## config.mk

```make
export PLATFORM = sky130hd
export DESIGN_NAME = ahb_bus_arbiter
export DESIGN_NICKNAME = d
export VERILOG_FILES = /design/src/rtl/ahb_pkg.sv /design/src/rtl/ahb_rr_picker.sv /design/src/rtl/ahb_bus_arbiter.sv
export SDC_FILE = /design/constraint.sdc
export NUM_CORES = 1
export LEC_CHECK = 0
export ABC_CLOCK_PERIOD_IN_PS = 5500
export CAP_MARGIN = 20
export CORE_MARGIN = 5
export CORE_UTILIZATION = 25
export DETAILED_ROUTE_END_ITERATION = 8
export HOLD_SLACK_MARGIN = 0.15
export PLACE_DENSITY = 0.43
export RECOVER_POWER = 50
export SLEW_MARGIN = 10
export SYNTH_ARGS = -nofsm -noshare
export SYNTH_HDL_FRONTEND = slang
export SYNTH_HIERARCHICAL = 1
export SYNTH_SLANG_ARGS = --single-unit
export TNS_END_PERCENT = 10
```

## constraint.sdc

```tcl
create_clock -name HCLK -period 5.5 [get_ports HCLK]
set_input_delay 0.55 -clock HCLK [delete_from_list [all_inputs] [get_ports HCLK]]
set_output_delay 0.55 -clock HCLK [all_outputs]
set_load 0.005 [all_outputs]
```

## src/rtl/ahb_pkg.sv

```systemverilog
// Shared AHB bus encodings and the burst-length helper used by the arbiter.
package ahb_pkg;

  typedef enum logic [1:0] {
    IDLE   = 2'b00,
    BUSY   = 2'b01,
    NONSEQ = 2'b10,
    SEQ    = 2'b11
  } htrans_e;

  typedef enum logic [2:0] {
    SINGLE = 3'd0,
    INCR   = 3'd1,
    WRAP4  = 3'd2,
    INCR4  = 3'd3,
    WRAP8  = 3'd4,
    INCR8  = 3'd5,
    WRAP16 = 3'd6,
    INCR16 = 3'd7
  } hburst_e;

  typedef enum logic [1:0] {
    OKAY  = 2'b00,
    ERROR = 2'b01,
    RETRY = 2'b10,
    SPLIT = 2'b11
  } hresp_e;

  // Beats still to come after the NONSEQ beat of a fixed-length burst.
  function automatic logic [3:0] burst_beats(hburst_e b);
    case (b)
      WRAP4, INCR4:   return 4'd3;
      WRAP8, INCR8:   return 4'd7;
      WRAP16, INCR16: return 4'd15;
      default:        return 4'd0;
    endcase
  endfunction

endpackage

```

## src/rtl/ahb_rr_picker.sv

```systemverilog
// Combinational masked round-robin find-first; falls back to DEF_MASTER.
module ahb_rr_picker
  import ahb_pkg::*;
#(
  parameter int NUM_MASTERS = 4,
  parameter int IDX_W       = 2,
  parameter int DEF_MASTER  = 0
) (
  input  logic [NUM_MASTERS-1:0] req,
  input  logic [NUM_MASTERS-1:0] mask,
  input  logic [IDX_W-1:0]       ptr,
  output logic [NUM_MASTERS-1:0] grant,
  output logic [IDX_W-1:0]       idx
);

  logic [NUM_MASTERS-1:0] eligible;
  logic                   hi_found;
  logic                   lo_found;
  logic [IDX_W-1:0]       hi_idx;
  logic [IDX_W-1:0]       lo_idx;

  assign eligible = req & ~mask;

  // Descending scan so the last hit in each half is the lowest index.
  always_comb begin
    hi_found = 1'b0;
    lo_found = 1'b0;
    hi_idx   = '0;
    lo_idx   = '0;
    for (int i = NUM_MASTERS - 1; i >= 0; i--) begin
      if (eligible[i]) begin
        if (i > int'(ptr)) begin
          hi_found = 1'b1;
          hi_idx   = IDX_W'(i);
        end else begin
          lo_found = 1'b1;
          lo_idx   = IDX_W'(i);
        end
      end
    end
  end

  always_comb begin
    if (hi_found) begin
      idx = hi_idx;
    end else if (lo_found) begin
      idx = lo_idx;
    end else begin
      idx = IDX_W'(DEF_MASTER);
    end
    grant      = '0;
    grant[idx] = 1'b1;
  end

endmodule

```

## src/rtl/ahb_bus_arbiter.sv

```systemverilog
// AHB multi-master arbiter: round-robin grant, burst/lock hold, bus parking.
// Optional split support is enabled with the AHB_ARB_SPLIT_EN macro.
module ahb_bus_arbiter
  import ahb_pkg::*;
#(
  parameter int NUM_MASTERS = 4,
  parameter int HMASTER_W   = 4,
  parameter int HRESP_W     = 2,
  parameter int DEF_MASTER  = 0
) (
  input  logic                   HCLK,
  input  logic                   HRESET,
  input  logic [NUM_MASTERS-1:0] HBUSREQ,
  input  logic [NUM_MASTERS-1:0] HLOCK,
  input  logic [1:0]             HTRANS,
  input  logic [2:0]             HBURST,
  input  logic                   HREADY,
  input  logic [HRESP_W-1:0]     HRESP,
`ifdef AHB_ARB_SPLIT_EN
  input  logic [NUM_MASTERS-1:0] HSPLIT,
`endif
  output logic [NUM_MASTERS-1:0] HGRANT,
  output logic [HMASTER_W-1:0]   HMASTER,
  output logic                   HMASTLOCK
);

  typedef enum logic [1:0] {ARB_IDLE, ARB_BURST, ARB_LOCKED} arb_state_e;

  localparam int                     IDX_W     = $clog2(NUM_MASTERS);
  localparam logic [IDX_W-1:0]       DEF_IDX   = IDX_W'(DEF_MASTER);
  localparam logic [NUM_MASTERS-1:0] DEF_GRANT = {{(NUM_MASTERS-1){1'b0}}, 1'b1} << DEF_MASTER;

  htrans_e trans;
  hburst_e burst;
  hresp_e  resp;

  logic [NUM_MASTERS-1:0] grant;
  logic [NUM_MASTERS-1:0] win_grant;
  logic [NUM_MASTERS-1:0] split_mask;
  logic [IDX_W-1:0]       grant_idx;
  logic [IDX_W-1:0]       master;
  logic [IDX_W-1:0]       rr_ptr;
  logic [IDX_W-1:0]       win_idx;
  logic                   mastlock;
  logic                   force_arb;
  logic [3:0]             beats_left;
  logic [3:0]             beats_nxt;
  arb_state_e             state;

  logic handover;
  logic lock_hold;
  logic release_pt;
  logic arb_pt;
  logic regrant;

  assign trans = htrans_e'(HTRANS);
  assign burst = hburst_e'(HBURST);
  assign resp  = hresp_e'(HRESP[1:0]);

  ahb_rr_picker #(
    .NUM_MASTERS (NUM_MASTERS),
    .IDX_W       (IDX_W),
    .DEF_MASTER  (DEF_MASTER)
  ) u_picker (
    .req   (HBUSREQ),
    .mask  (split_mask),
    .ptr   (rr_ptr),
    .grant (win_grant),
    .idx   (win_idx)
  );

  // While a new grant waits for its first ready edge, the old owner is only
  // finishing its address phase, so no further arbitration happens.
  always_comb begin
    handover   = (grant_idx != master);
    lock_hold  = HLOCK[master];
    release_pt = (trans == IDLE)
              || (trans == NONSEQ && burst == SINGLE)
              || (trans == SEQ && state != ARB_IDLE && beats_left == 4'd1)
              || (burst == INCR && (trans == NONSEQ || trans == SEQ) && !HBUSREQ[master]);
    arb_pt     = HREADY && (force_arb || (!handover && !lock_hold && release_pt));
    regrant    = arb_pt && (win_idx != grant_idx);
  end

  always_comb begin
    beats_nxt = beats_left;
    if (trans == NONSEQ) begin
      beats_nxt = burst_beats(burst);
    end else if (trans == SEQ && beats_left != 4'd0) begin
      beats_nxt = beats_left - 4'd1;
    end
  end

  always_ff @(posedge HCLK) begin
    if (HRESET) begin
      grant      <= DEF_GRANT;
      grant_idx  <= DEF_IDX;
      master     <= DEF_IDX;
      rr_ptr     <= DEF_IDX;
      mastlock   <= 1'b0;
      beats_left <= 4'd0;
      force_arb  <= 1'b0;
      state      <= ARB_IDLE;
    end else if (HREADY) begin
      beats_left <= beats_nxt;
      force_arb  <= 1'b0;
      master     <= grant_idx;
      mastlock   <= HLOCK[grant_idx];
      if (HLOCK[grant_idx]) begin
        state <= ARB_LOCKED;
      end else if (beats_nxt != 4'd0) begin
        state <= ARB_BURST;
      end else begin
        state <= ARB_IDLE;
      end
      if (regrant) begin
        grant     <= win_grant;
        grant_idx <= win_idx;
        rr_ptr    <= win_idx;
      end
    end else begin
      // First cycle of a two-cycle response: only the responses act here.
      case (resp)
        ERROR: begin
          beats_left <= 4'd0;
          force_arb  <= 1'b1;
          state      <= mastlock ? ARB_LOCKED : ARB_IDLE;
        end
        RETRY: begin
          beats_left <= 4'd0;
          state      <= mastlock ? ARB_LOCKED : ARB_IDLE;
        end
        SPLIT: begin
          beats_left <= 4'd0;
          state      <= mastlock ? ARB_LOCKED : ARB_IDLE;
`ifdef AHB_ARB_SPLIT_EN
          force_arb  <= 1'b1;
`endif
        end
        default: ;
      endcase
    end
  end

`ifdef AHB_ARB_SPLIT_EN
  logic [NUM_MASTERS-1:0] split_set;

  always_comb begin
    split_set = '0;
    if (!HREADY && resp == SPLIT && master != DEF_IDX) begin
      split_set[master] = 1'b1;
    end
  end

  // A resume pulse beats a coincident split; the parked master is never masked.
  always_ff @(posedge HCLK) begin
    if (HRESET) begin
      split_mask <= '0;
    end else begin
      split_mask <= (split_mask | split_set) & ~HSPLIT & ~DEF_GRANT;
    end
  end
`else
  assign split_mask = '0;
`endif

  assign HGRANT    = grant;
  assign HMASTER   = HMASTER_W'(master);
  assign HMASTLOCK = mastlock;

endmodule
```

# Word-level counts from Yosys, hierarchy flattened
# Cells that the tools add are included.
# word_totals
elab_cells	107
ff_bits	16
latchBits	0
mem_bits_ro	0
ramBits	0
input_bits	18
memories	0
# classes
n_mul	0
eq_ne	15
reduce_logical	31
magnitude_cmp	7
div	0
n_shift	0
bitwise	0
muxes	46
addsub	1
# ops
operator	count
$mux W2	19
$mux W1	18
$mux W4	4
$eq A3 B3 Y1 const B	4
$pmux W4 S3	1
$logic_and A1 B1 Y1	11
$lt A2 B3 Y1 const B	3
$eq A2 B2 Y1 const B	4
$reduce_bool A4 Y1	2
$reduce_or A2 Y1	4
$bmux W1 S2	3
$eq A3 B2 Y1 const B	2
$logic_or A1 B1 Y1	5
$eq A4 B1 Y1 const B	1
$gt A2 B2 Y1 const A	2
$ne A2 B2 Y1	2
$reduce_bool A2 Y1	2
$sub A4 B1 Y4 const B	1
$eq A3 B1 Y1 const B	1
$logic_not A1 Y1	3
$logic_not A3 Y1	1
$reduce_or A3 Y1	1
$demux W1 S2	1
$eq A2 B1 Y1 const B	1
4 further kinds	4

# Depth between registers and ports, before layout
# Gate-level depths: netlist of run 1.
# logic_depth
depth_word	14
depth_mapped	9

# By module
# Netlist of run 1, hierarchy kept.
# by_module_without_submodules
module	seq_area_each_um2	area_each_um2	cells_each	n_inst
ahb_bus_arbiter	320.3	1099.8	126	1
ahb_rr_picker	0.0	235.2	33	1

# Worst setup path after synthesis of run 1
# OpenSTA, ideal clock, no wires.
# synth_path
kind	input to register
startpoint	in HBUSREQ[3]
endpoint	reg grant[0] (netlist: HGRANT[0])
path_stages	5
required_ps	5428
slack_ps	3690
setup_ps	72
t_arrival_ps	1739
path_cell_list	mux4_2 > and4b_1 > a211oi_4 > a21oi_4 > mux2i_1
# synth_between
elab_chain_cells	12
# synth_rtl
element	line_no	source
from (decl)	ahb_bus_arbiter.sv:13	input logic [NUM_MASTERS-1:0] HBUSREQ,
$mux W2 or $mux W1 (tied branches)	ahb_rr_picker.sv:31	if (eligible[i]) begin
$mux W2 or $mux W1 (tied branches)	ahb_rr_picker.sv:32	if (i > int'(ptr)) begin
$mux W2 or $mux W1 (tied branches)	ahb_rr_picker.sv:31	
$mux W2 or $mux W1 (tied branches)	ahb_rr_picker.sv:32	
$mux W2 or $mux W1 (tied branches) (2 in a row)	ahb_rr_picker.sv:31	
$mux W2	ahb_rr_picker.sv:46	end else if (lo_found) begin
$mux W2	ahb_rr_picker.sv:44	if (hi_found) begin
$lt A2 B3 Y1 (not written as such) or $ge A2 B1 Y1 (tied branches)	ahb_rr_picker.sv:52	grant[idx] = 1'b1;
$logic_and A1 B1 Y1 (not written as such)	ahb_rr_picker.sv:52	
$mux W1 (not written as such)	ahb_rr_picker.sv:52	
$demux W1 S2	--	
to (signal assigned)	ahb_bus_arbiter.sv:117	grant <= win_grant;
to (decl)	ahb_bus_arbiter.sv:37	logic [NUM_MASTERS-1:0] grant;
# Several ways; a longest one is shown, not always the timed one. The select of a mux whose other input is x is not followed.
# A chain may end at the register's enable or synchronous reset.

# Worst setup path in the final report of run 1
# layout_path
startpoint	in HBUSREQ[0]
endpoint	reg grant[3] (netlist: HGRANT[3])
# layout_rtl
element	line_no	source
$mux W2 or $mux W1 (tied branches)	ahb_rr_picker.sv:31	
$mux W2 (*)	ahb_rr_picker.sv:46	
$mux W2 (*)	ahb_rr_picker.sv:44	
named net win_idx[0]	ahb_bus_arbiter.sv:43	logic [IDX_W-1:0] win_idx;
$lt A2 B3 Y1 (not written as such) or $ge A2 B1 Y1 (tied branches)	ahb_rr_picker.sv:52	
$logic_and A1 B1 Y1 (not written as such)	ahb_rr_picker.sv:52	
$mux W1 (not written as such)	ahb_rr_picker.sv:52	
$demux W1 S2	--	
# The timed path passes the listed nets; every way through them passes the cells marked *. The select of a mux whose other input is x is not followed.

==> results of run 1 <==
==> stage by stage <==
stage | setup slack, ns | std cells | instance area (um^2) | hold slack, ns | total power [W]
after global routing | 3.01 | 256 | 1680 | 0.485 | 0.000326
after floorplan | 3.69 | 168 | 1370 | 0.432 | 0.000183
after CTS | 3.20 | 256 | 1680 | 0.454 | 0.000314
after global placement | 2.99 | 252 | 1630 | 0.442 | 0.000208
after detailed placement | 2.96 | 252 | 1630 | 0.445 | 0.000209
final | 3.20 | 256 | 1680 | 0.450 | 0.000308
==> critical path, delay by kind of cell <==
kind / cells / cell delay (ns)
AOI/OAI and AO/OA: 4 / 0.61
buffers and inverters: 1 / 0.49
muxes: 1 / 0.21
and+or+nand+nor: 3 / 0.45
xor gates and xnor gates: 1 / 0.17
==> layer usage <==
layer	track usage (%)	wire length, um	up-vias
li1	-	-	618
met1	12.9	1590	561
met2	14.9	1510	28
met3	1.68	130	4
met4	2.67	39	0
met5	0	0	-
==> kinds of logic after synthesis <==
logic type / Yosys count
flops: 16
compound gates: 47
simple gates: 64
other cells: 1
buf+inv: 16
fa+ha+maj: 2
mux: 11
xor+xnor: 2
==> state kept, by name (all words and copies together) (netlist names) <==
signal and flops:
rr_ptr 2, HMASTLOCK 1, beats_left 4, HGRANT 4, force_arb 1, state 2, master 2
==> power by group through the flow <==
stage	Sequential, W	Clock, W	Combinational, W
global route	0.000128	0.000111	0.0000871
CTS	0.000127	0.000107	0.0000794
floorplan	0.000127	0	0.0000564
detailed placement	0.000130	0	0.0000788
finish	0.000127	0.000103	0.0000782
global placement	0.000130	0	0.0000784
==> layout by cell type, fill, tap and decap left out, types with 6 or more instances in the layout <==
cell type	Yosys	layout
dfxtp_1	16	16
nand2b_2	6	6
dlygate4sd3_1	1	8
nor2_1	15	15
mux2i_1	9	9
nand2b_1	8	8
nand2_1	9	9
a21oi_1	12	12
conb_1	1	10
clkdlybuf4s50_1	0	16
==> worst paths after layout <==
check / depth (start not counted) / slack [ns] / endpoint
worst min-delay path: 2 / 0.45 / state[0]$_SDFFE_PP0P_
worst max-delay path: 10 / 3.20 / HGRANT[3]$_SDFFE_PP0P_
worst min register to register: 2 / 0.45 / state[0]$_SDFFE_PP0P_
worst max register to register: 8 / 3.40 / HGRANT[3]$_SDFFE_PP0P_
==> layout make-up <==
cell class | instances | area share, %
flip-flops and latches | 16 | 19.0
well taps | 70 | 5.20
multi-input cells | 136 | 56.9
inverters | 6 | 1.34
clock buffers | 4 | 3.27
repair buffers | 24 | 14.3
==> results.toml, run 1 <==
[outcome]
run_status = "finished, final reports clean"

[drt]
wl_per_cell_um = 12.8
vias = 1211
drt-pass1-iter-count = 4
drtAntennaViolNets = 0
drtIter0Drc = 78
viasPerCell = 4.73
wl_mm = 3.28
drc_errors = 0

[clock_network]
htreeDepth = 1
clockBufferDepth = 2
root_buffer = "clkbuf_8"
cts_tree = "built"
cts_resized = 0
cts_buffers = 3
hold_buffers = 0
clk_transition_reported_paths_ns = 0.07
cts_sinks = 16
insertion_delay_ns = 0.25
cts_setup_buffers = 0

[final_layout]
seq_area_um2 = 320
diodes = 0
n_fill_cell = 578
drive_gt1_share_pct = 12.9
area_delta_synth_final_pct = 26.1
multiInputGateArea_um2 = 958
finish.utilization_pct = 32.8
finalNetCount = 207

[yosys]
synth_area_um2 = 1340
postSynth.asyncResetShare_pct = 0
synthTopCellsByCount = "dfxtp_1 (16), nor2_1 (15), a21oi_1 (12)"
ys_seq_area_share_pct = 24.0
synth_compound_area_share_pct = 26.8
yosys.area_share.simple_pct = 28.9
synth-edff-count = 0
synth_top_family_by_area = "simple AND/OR/NAND/NOR gates"
ys_ff_latch = 16
ys.flop_type = "dfxtp_1"
synth_top_area_share_pct = 24.0
synth_xor_area_share_pct = 1.31
synth_cells = 159
yosysMostFrequentCell = "dfxtp_1"
ys_types = 55
ys_warn_count = 6
synthAdderAreaFrac_pct = 1.87
avgSynthCellArea_um2 = 8.40
yosys-mux-area-fraction_pct = 10.1
synth.area.top_cells = "dfxtp_1 (24%), mux2i_1 (6.7%), a21oi_1 (4.5%), nor2_1 (4.2%), nand2b_2 (3.9%)"
synth_top_area_cell = "dfxtp_1"

[pwr]
p_clk_share_pct = 33.4
leakage_nw = 0.624
irDropWorstVdd_v = 0.0000967
seqPwrFrac_pct = 41.2
netSwitchingFraction_pct = 27.5
p_comb_share_pct = 25.4
power_density_nw_per_um2 = 183
switchingPower_w = 0.0000848
intPower_w = 0.000223

[floorplan]
fp.dieH_um = 83.1
die-width_um = 83.1
rows = 26
core_area_um2 = 5140
floorplan.initialDensity_pct = 26.0
pin_count = 27
dieArea_um2 = 6900

[flow_run]
maxCapViolCount = 0

[timing]
finalSetupViolCount = 0
slew-limit-headroom_pct = 45.4
setup_tns_ns = 0
rsz0062_at_grt = "false"
finalCriticalPeriod_ns = 2.30
fmax_mhz = 434
clock_skew_ns = 0.00507
hold_viol_final = 0
max_slew.worst_pin.slew_ns = 0.813
report.final.slew_viol_count = 0
min_period_over_period_pct = 41.9

[setup_path]
cp-end-kind = "flop"
cp.arrival_ns = 2.48
rr_startpoint = "rr_ptr[0]$_SDFFE_PP0P_"
cp_common_cell = "nand2_1"
worstPathCellList = "clkdlybuf4s50_1, nor2b_1, o22ai_1, nand2_1, o211ai_1, xnor2_1, nand2_1, o311ai_2, a21oi_4, mux2i_1"
critPathLaunchType = "input port"
crit_slowest_cell = "clkdlybuf4s50_1"
slowest_delay_ns = 0.49
setup.worst_path.start = "HBUSREQ[0]"
worst-setup-path-type = "in -> reg"
crit_required_ns = 5.68
critPathMaxFanout = 4

[global_route]
grt_pass1_wl_mm = 5.51
grt_usage_pct = 9.35
globalRouteOverflowTotal = 0
antenna_found_initial = 0
grt_max_degree = 23
grt_pass1_vias = 1176

[place]
place.gp.congestion = 0.796
dp_hpwl_mm = 2.59
portBuffers = 24

[worst_hold_path]
hold_start = "state[0]$_SDFFE_PP0P_"
hp-class = "reg -> reg"
No activity file was read; power rests on OpenSTA's default activity.
==> run 2, diff against run 1 <==
--- a/config.mk
+++ b/config.mk
@@ -5,13 +5,13 @@
 export SDC_FILE = /design/constraint.sdc
 export NUM_CORES = 1
 export LEC_CHECK = 0
-export ABC_CLOCK_PERIOD_IN_PS = 5500
+export ABC_CLOCK_PERIOD_IN_PS = 1900
 export CAP_MARGIN = 20
 export CORE_MARGIN = 5
 export CORE_UTILIZATION = 25
 export DETAILED_ROUTE_END_ITERATION = 8
 export HOLD_SLACK_MARGIN = 0.15
-export PLACE_DENSITY = 0.43
+export PLACE_DENSITY = 0.44
 export RECOVER_POWER = 50
 export SLEW_MARGIN = 10
 export SYNTH_ARGS = -nofsm -noshare
==> constraint.sdc (replaced) <==
create_clock -name HCLK -period 1.9 [get_ports HCLK]
set_input_delay 0.19 -clock HCLK [delete_from_list [all_inputs] [get_ports HCLK]]
set_output_delay 0.19 -clock HCLK [all_outputs]
set_load 0.005 [all_outputs]
==> results.toml, run 2 (synthesized netlist as in run 1, its figures left out) <==
[clock_network]
cts_buffers = 3
clockBufferDepth = 2
clk_transition_reported_paths_ns = 0.06
htreeDepth = 1
cts_sinks = 16
hold_buffers = 0
cts_tree = "built"
insertion_delay_ns = 0.25
root_buffer = "clkbuf_8"

[floorplan]
pin_count = 27
dieArea_um2 = 6900
core_area_um2 = 5140
rows = 26
fp.dieH_um = 83.1
die-width_um = 83.1
floorplan.initialDensity_pct = 26.0

[worst_hold_path]
hold_end = "state[0]$_SDFFE_PP0P_"
min_path_cells = 2
hp-class = "reg -> reg"
hold_start = "state[0]$_SDFFE_PP0P_"

[pwr]
power_density_nw_per_um2 = 471
irDropWorstVdd_v = 0.000281
power_w = 0.000896
leakage_nw = 0.771

[setup_path]
cp-end-kind = "flop"
setup.worst_path.start = "beats_left[0]$_SDFFE_PP0P_"
worst-setup-path-type = "reg -> reg"
cp.arrival_ns = 1.93
rrSetupSlack_ns = 0.10
critPathMaxFanout = 3
rr_startpoint = "beats_left[0]$_SDFFE_PP0P_"
r2r-end = "state[0]$_SDFFE_PP0P_"
crit_required_ns = 2.03
critPathLaunchType = "flop"
r2r_cells = 7

[global_route]
grt_usage_pct = 10.1
globalRouteOverflowTotal = 0
antenna_found_initial = 0
grt_pass1_wl_mm = 5.95
grt_max_degree = 19
grt_pass1_vias = 1248

[drt]
drtAntennaViolNets = 0
wl_per_cell_um = 12.3
vias = 1296
drc_errors = 0
drtIter0Drc = 68
wl_mm = 3.48
drt-pass1-iter-count = 4
viasPerCell = 4.60

[final_layout]
diodes = 0
finalNetCount = 234
final_area_um2 = 1900
drive_gt1_share_pct = 26.9
seq_area_um2 = 327
multiInputGateArea_um2 = 978
layout_commonest_cell = "buf_4"
area_delta_synth_final_pct = 42.6
fin_cells = 282
layout_common_cells = "buf_4 (27), clkdlybuf4s50_1 (16), nor2_1 (15)"
n_fill_cell = 547

[place]
dp_hpwl_mm = 2.81
placed_area_um2 = 1830
place_inst = 279
place.gp.congestion = 0.770
portBuffers = 24

[timing]
rsz0062_at_grt = "true"
finalCriticalPeriod_ns = 1.80
min_period_over_period_pct = 94.6
clock_skew_ns = 0.00199
report.final.slew_viol_count = 0
fmax_mhz = 556
slew-limit-headroom_pct = 62.3
max_slew.worst_pin.slew_ns = 0.564
hold_viol_final = 0
finalSetupViolCount = 0

[outcome]
run_status = "finished, final reports clean"

[flow_run]
maxCapViolCount = 0
-- run 2: cell count changes in the layout (fill, tap and decap cells not counted), sizes merged --
cell and change:
buf +27, dlymetal6s2s +2, clkbuf -1, dlygate4sd3 -2
-- run 2: worst max-delay path by stage --
stage / cells after the start / slack, ns / endpoint
after floorplan: 5 / 0.16 / HGRANT[0]$_SDFFE_PP1P_
after global placement: 10 / -0.20 / HGRANT[2]$_SDFFE_PP0P_
after detailed placement: 9 / -0.22 / HGRANT[0]$_SDFFE_PP1P_
after CTS: 7 / 0.01 / HGRANT[0]$_SDFFE_PP1P_
after global routing: 7 / -0.05 / state[0]$_SDFFE_PP0P_
final: 7 / 0.10 / state[0]$_SDFFE_PP0P_
-- run 2: cell type report --
type | instances | area share (%)
Timing Repair Buffer | 51 | 23.5
Clock buffer | 3 | 2.17
Inverter | 6 | 1.18
Sequential cell | 16 | 17.1
Multi-Input combinational cell | 136 | 51.4
Tap cell | 70 | 4.60
-- run 2: timing repair --
action,4_1_cts,5_1_grt
hold endpoints to repair,0,0
gates resized for setup,0,11
setup buffers,0,0
setup endpoints to repair,0,5
-- run 2: where the power goes --
group | internal [W] | switching (W) | total (W)
logic | 0.000154 | 0.000129 | 0.000284
clock network | 0.000140 | 0.000111 | 0.000252
registers | 0.000348 | 0.0000129 | 0.000361
-- run 2: routing by layer --
| layer | track usage [%] | routed length [um] | vias to the layer above |
|---|---|---|---|
| met3 | 2.38 | 143 | 6 |
| met5 | 0 | 0 | - |
| met4 | 2.23 | 50 | 0 |
| met1 | 13.8 | 1680 | 585 |
| li1 | - | - | 675 |
| met2 | 16.0 | 1600 | 30 |
-- run 2: per-stage QoR --
step           util (%)  hold WS [ns]  setup WS [ns]  setup TNS (ns)
5_1_grt            37.0         0.474        -0.0515         -0.0747
3_3_place_gp       35.6         0.440         -0.201          -0.982
6_report           37.0         0.455          0.102               0
3_5_place_dp       35.6         0.444         -0.216           -1.04
2_1_floorplan         -         0.362          0.164               0
4_1_cts            36.4         0.453         0.0104               0
-- run 2: critical path, cell delays in order (launching register included) --
cell and delay [ns]:
dfxtp_1 0.31, inv_1 0.07, ha_1 0.16, or3b_1 0.39, a211oi_1 0.30, a211oi_2 0.09, o31ai_2 0.26, a21oi_1 0.10
==> run 3, diff against run 2 <==
--- a/config.mk
+++ b/config.mk
@@ -11,7 +11,7 @@
 export CORE_UTILIZATION = 25
 export DETAILED_ROUTE_END_ITERATION = 8
 export HOLD_SLACK_MARGIN = 0.15
-export PLACE_DENSITY = 0.44
+export PLACE_DENSITY = 0.5
 export RECOVER_POWER = 50
 export SLEW_MARGIN = 10
 export SYNTH_ARGS = -nofsm -noshare
==> results.toml, run 3 (synthesized netlist as in run 1, its figures left out) <==
[outcome]
run_status = "finished, final reports clean"

[global_route]
grt_usage_pct = 9.57
globalRouteOverflowTotal = 0
grt_max_degree = 15
grt_pass1_vias = 1184
antenna_found_initial = 0
grt_pass1_wl_mm = 5.66

[timing]
min_period_over_period_pct = 93.0
fmax_mhz = 566
report.final.slew_viol_count = 0
hold_viol_final = 0
timing.hold.ws_ns = 0.459
setup_tns_ns = 0
finalCriticalPeriod_ns = 1.77
clock_skew_ns = 0.00300
finalSetupViolCount = 0

[clock_network]
insertion_delay_ns = 0.24
root_buffer = "clkbuf_8"
clockBufferDepth = 2
cts_buffers = 3
hold_buffers = 0
cts_tree = "built"
htreeDepth = 1
clk_transition_reported_paths_ns = 0.06
cts_sinks = 16

[drt]
drtAntennaViolNets = 0
drc_errors = 0
wl_mm = 3.27
vias = 1270
wl_per_cell_um = 11.5
drtIter0Drc = 66
viasPerCell = 4.46
drt-pass1-iter-count = 4

[floorplan]
fp.dieH_um = 83.1
pin_count = 27
dieArea_um2 = 6900
rows = 26
die-width_um = 83.1
floorplan.initialDensity_pct = 26.0
core_area_um2 = 5140

[pwr]
netSwitchingFraction_pct = 26.8
intPower_w = 0.000687
leakage_nw = 0.813
switchingPower_w = 0.000251
irDropWorstVdd_v = 0.000217
p_comb_share_pct = 30.5
p_clk_share_pct = 31.2
power_density_nw_per_um2 = 484
seqPwrFrac_pct = 38.3

[final_layout]
drive_gt1_share_pct = 27.0
finalNetCount = 236
area_delta_synth_final_pct = 45.2
layout_common_cells = "buf_4 (28), nor2_1 (15), dfxtp_1 (14)"
layout_commonest_cell = "buf_4"
diodes = 0
final_area_um2 = 1940

[place]
place.gp.congestion = 0.784
placed_area_um2 = 1830
dp_hpwl_mm = 2.59
portBuffers = 24

[setup_path]
r2r_cells = 7
cp.arrival_ns = 1.94
rrSetupSlack_ns = 0.13
crit_required_ns = 2.07
r2r-end = "state[0]$_SDFFE_PP0P_"
worst-setup-path-type = "reg -> reg"
critPathMaxFanout = 3
cp-end-kind = "flop"
rr_startpoint = "beats_left[1]$_SDFFE_PP0P_"
critPathLaunchType = "flop"

[worst_hold_path]
hold_end = "state[0]$_SDFFE_PP0P_"
min_path_cells = 2
hp-class = "reg -> reg"
hold_start = "state[0]$_SDFFE_PP0P_"

[flow_run]
maxCapViolCount = 0
## run 3: cell count changes in the layout (fill, tap and decap cells not counted), sizes merged
cell,change
dlymetal6s2s,+2
clkdlybuf4s50,-4
buf,+1
dlygate4sd3,+2
clkbuf,+2
## run 3: what timing repair did
action,in CTS,in global routing
resized for setup,1,12
pin swaps,0,6
endpoints found under the setup margin,4,5
setup buffers,0,2
## run 3: stage by stage
| stage | power (W) | instances | util, % | setup WS [ns] |
|---|---|---|---|---|
| finish | 0.000937 | 285 | 37.7 | 0.132 |
| global placement | 0.000649 | 279 | 35.6 | -0.222 |
| CTS | 0.000945 | 283 | 36.8 | 0.0185 |
| floorplan | 0.000530 | 168 | - | 0.164 |
| detailed placement | 0.000645 | 279 | 35.6 | -0.277 |
| global route | 0.00100 | 285 | 37.7 | -0.0293 |
## run 3: worst max path at each step
stage / startpoint / depth (start not counted) / slack [ns] / end
global placement: HBUSREQ[3] / 9 / -0.22 / HGRANT[2]$_SDFFE_PP0P_
finish: beats_left[1]$_SDFFE_PP0P_ / 7 / 0.13 / state[0]$_SDFFE_PP0P_
CTS: HBUSREQ[3] / 9 / 0.02 / HGRANT[1]$_SDFFE_PP0P_
global route: beats_left[1]$_SDFFE_PP0P_ / 7 / -0.03 / state[0]$_SDFFE_PP0P_
detailed placement: HBUSREQ[3] / 9 / -0.28 / HGRANT[2]$_SDFFE_PP0P_
floorplan: master[0]$_SDFFE_PP0P_ / 5 / 0.16 / HGRANT[0]$_SDFFE_PP1P_
## run 3: worst max-delay path, stage by stage (launching register included)
cell and delay, ns:
dfxtp_1 0.31, inv_1 0.07, ha_1 0.16, or3b_1 0.40
and4_1 0.25, a211oi_2 0.26, o31ai_1 0.10, a21oi_1 0.15
## run 3: final cells by class
cell class / count / area (um^2)
Tap cell: 70 / 87.6
Sequential cell: 16 / 325
Clock buffer: 4 / 55.1
Timing Repair Buffer: 53 / 464
Multi-Input combinational cell: 136 / 983
Fill cell: 566 / 3200
Inverter: 6 / 22.5
## run 3: power by group through the flow
stage	Clock [W]	Combinational, W	Sequential [W]
floorplan	0	0.000163	0.000366
global placement	0	0.000281	0.000368
detailed placement	0	0.000277	0.000368
CTS	0.000305	0.000280	0.000361
global route	0.000322	0.000319	0.000361
finish	0.000292	0.000286	0.000359
## run 3: per-layer routing
| metal | track usage [%] | vias up | share of wire [%] |
|---|---|---|---|
| li1 | - | 678 | - |
| met1 | 14.8 | 558 | 56 |
| met2 | 13.3 | 32 | 39 |
| met3 | 1.39 | 2 | 3.0 |
| met4 | 3.12 | 0 | 1.2 |
| met5 | 0 | - | 0 |
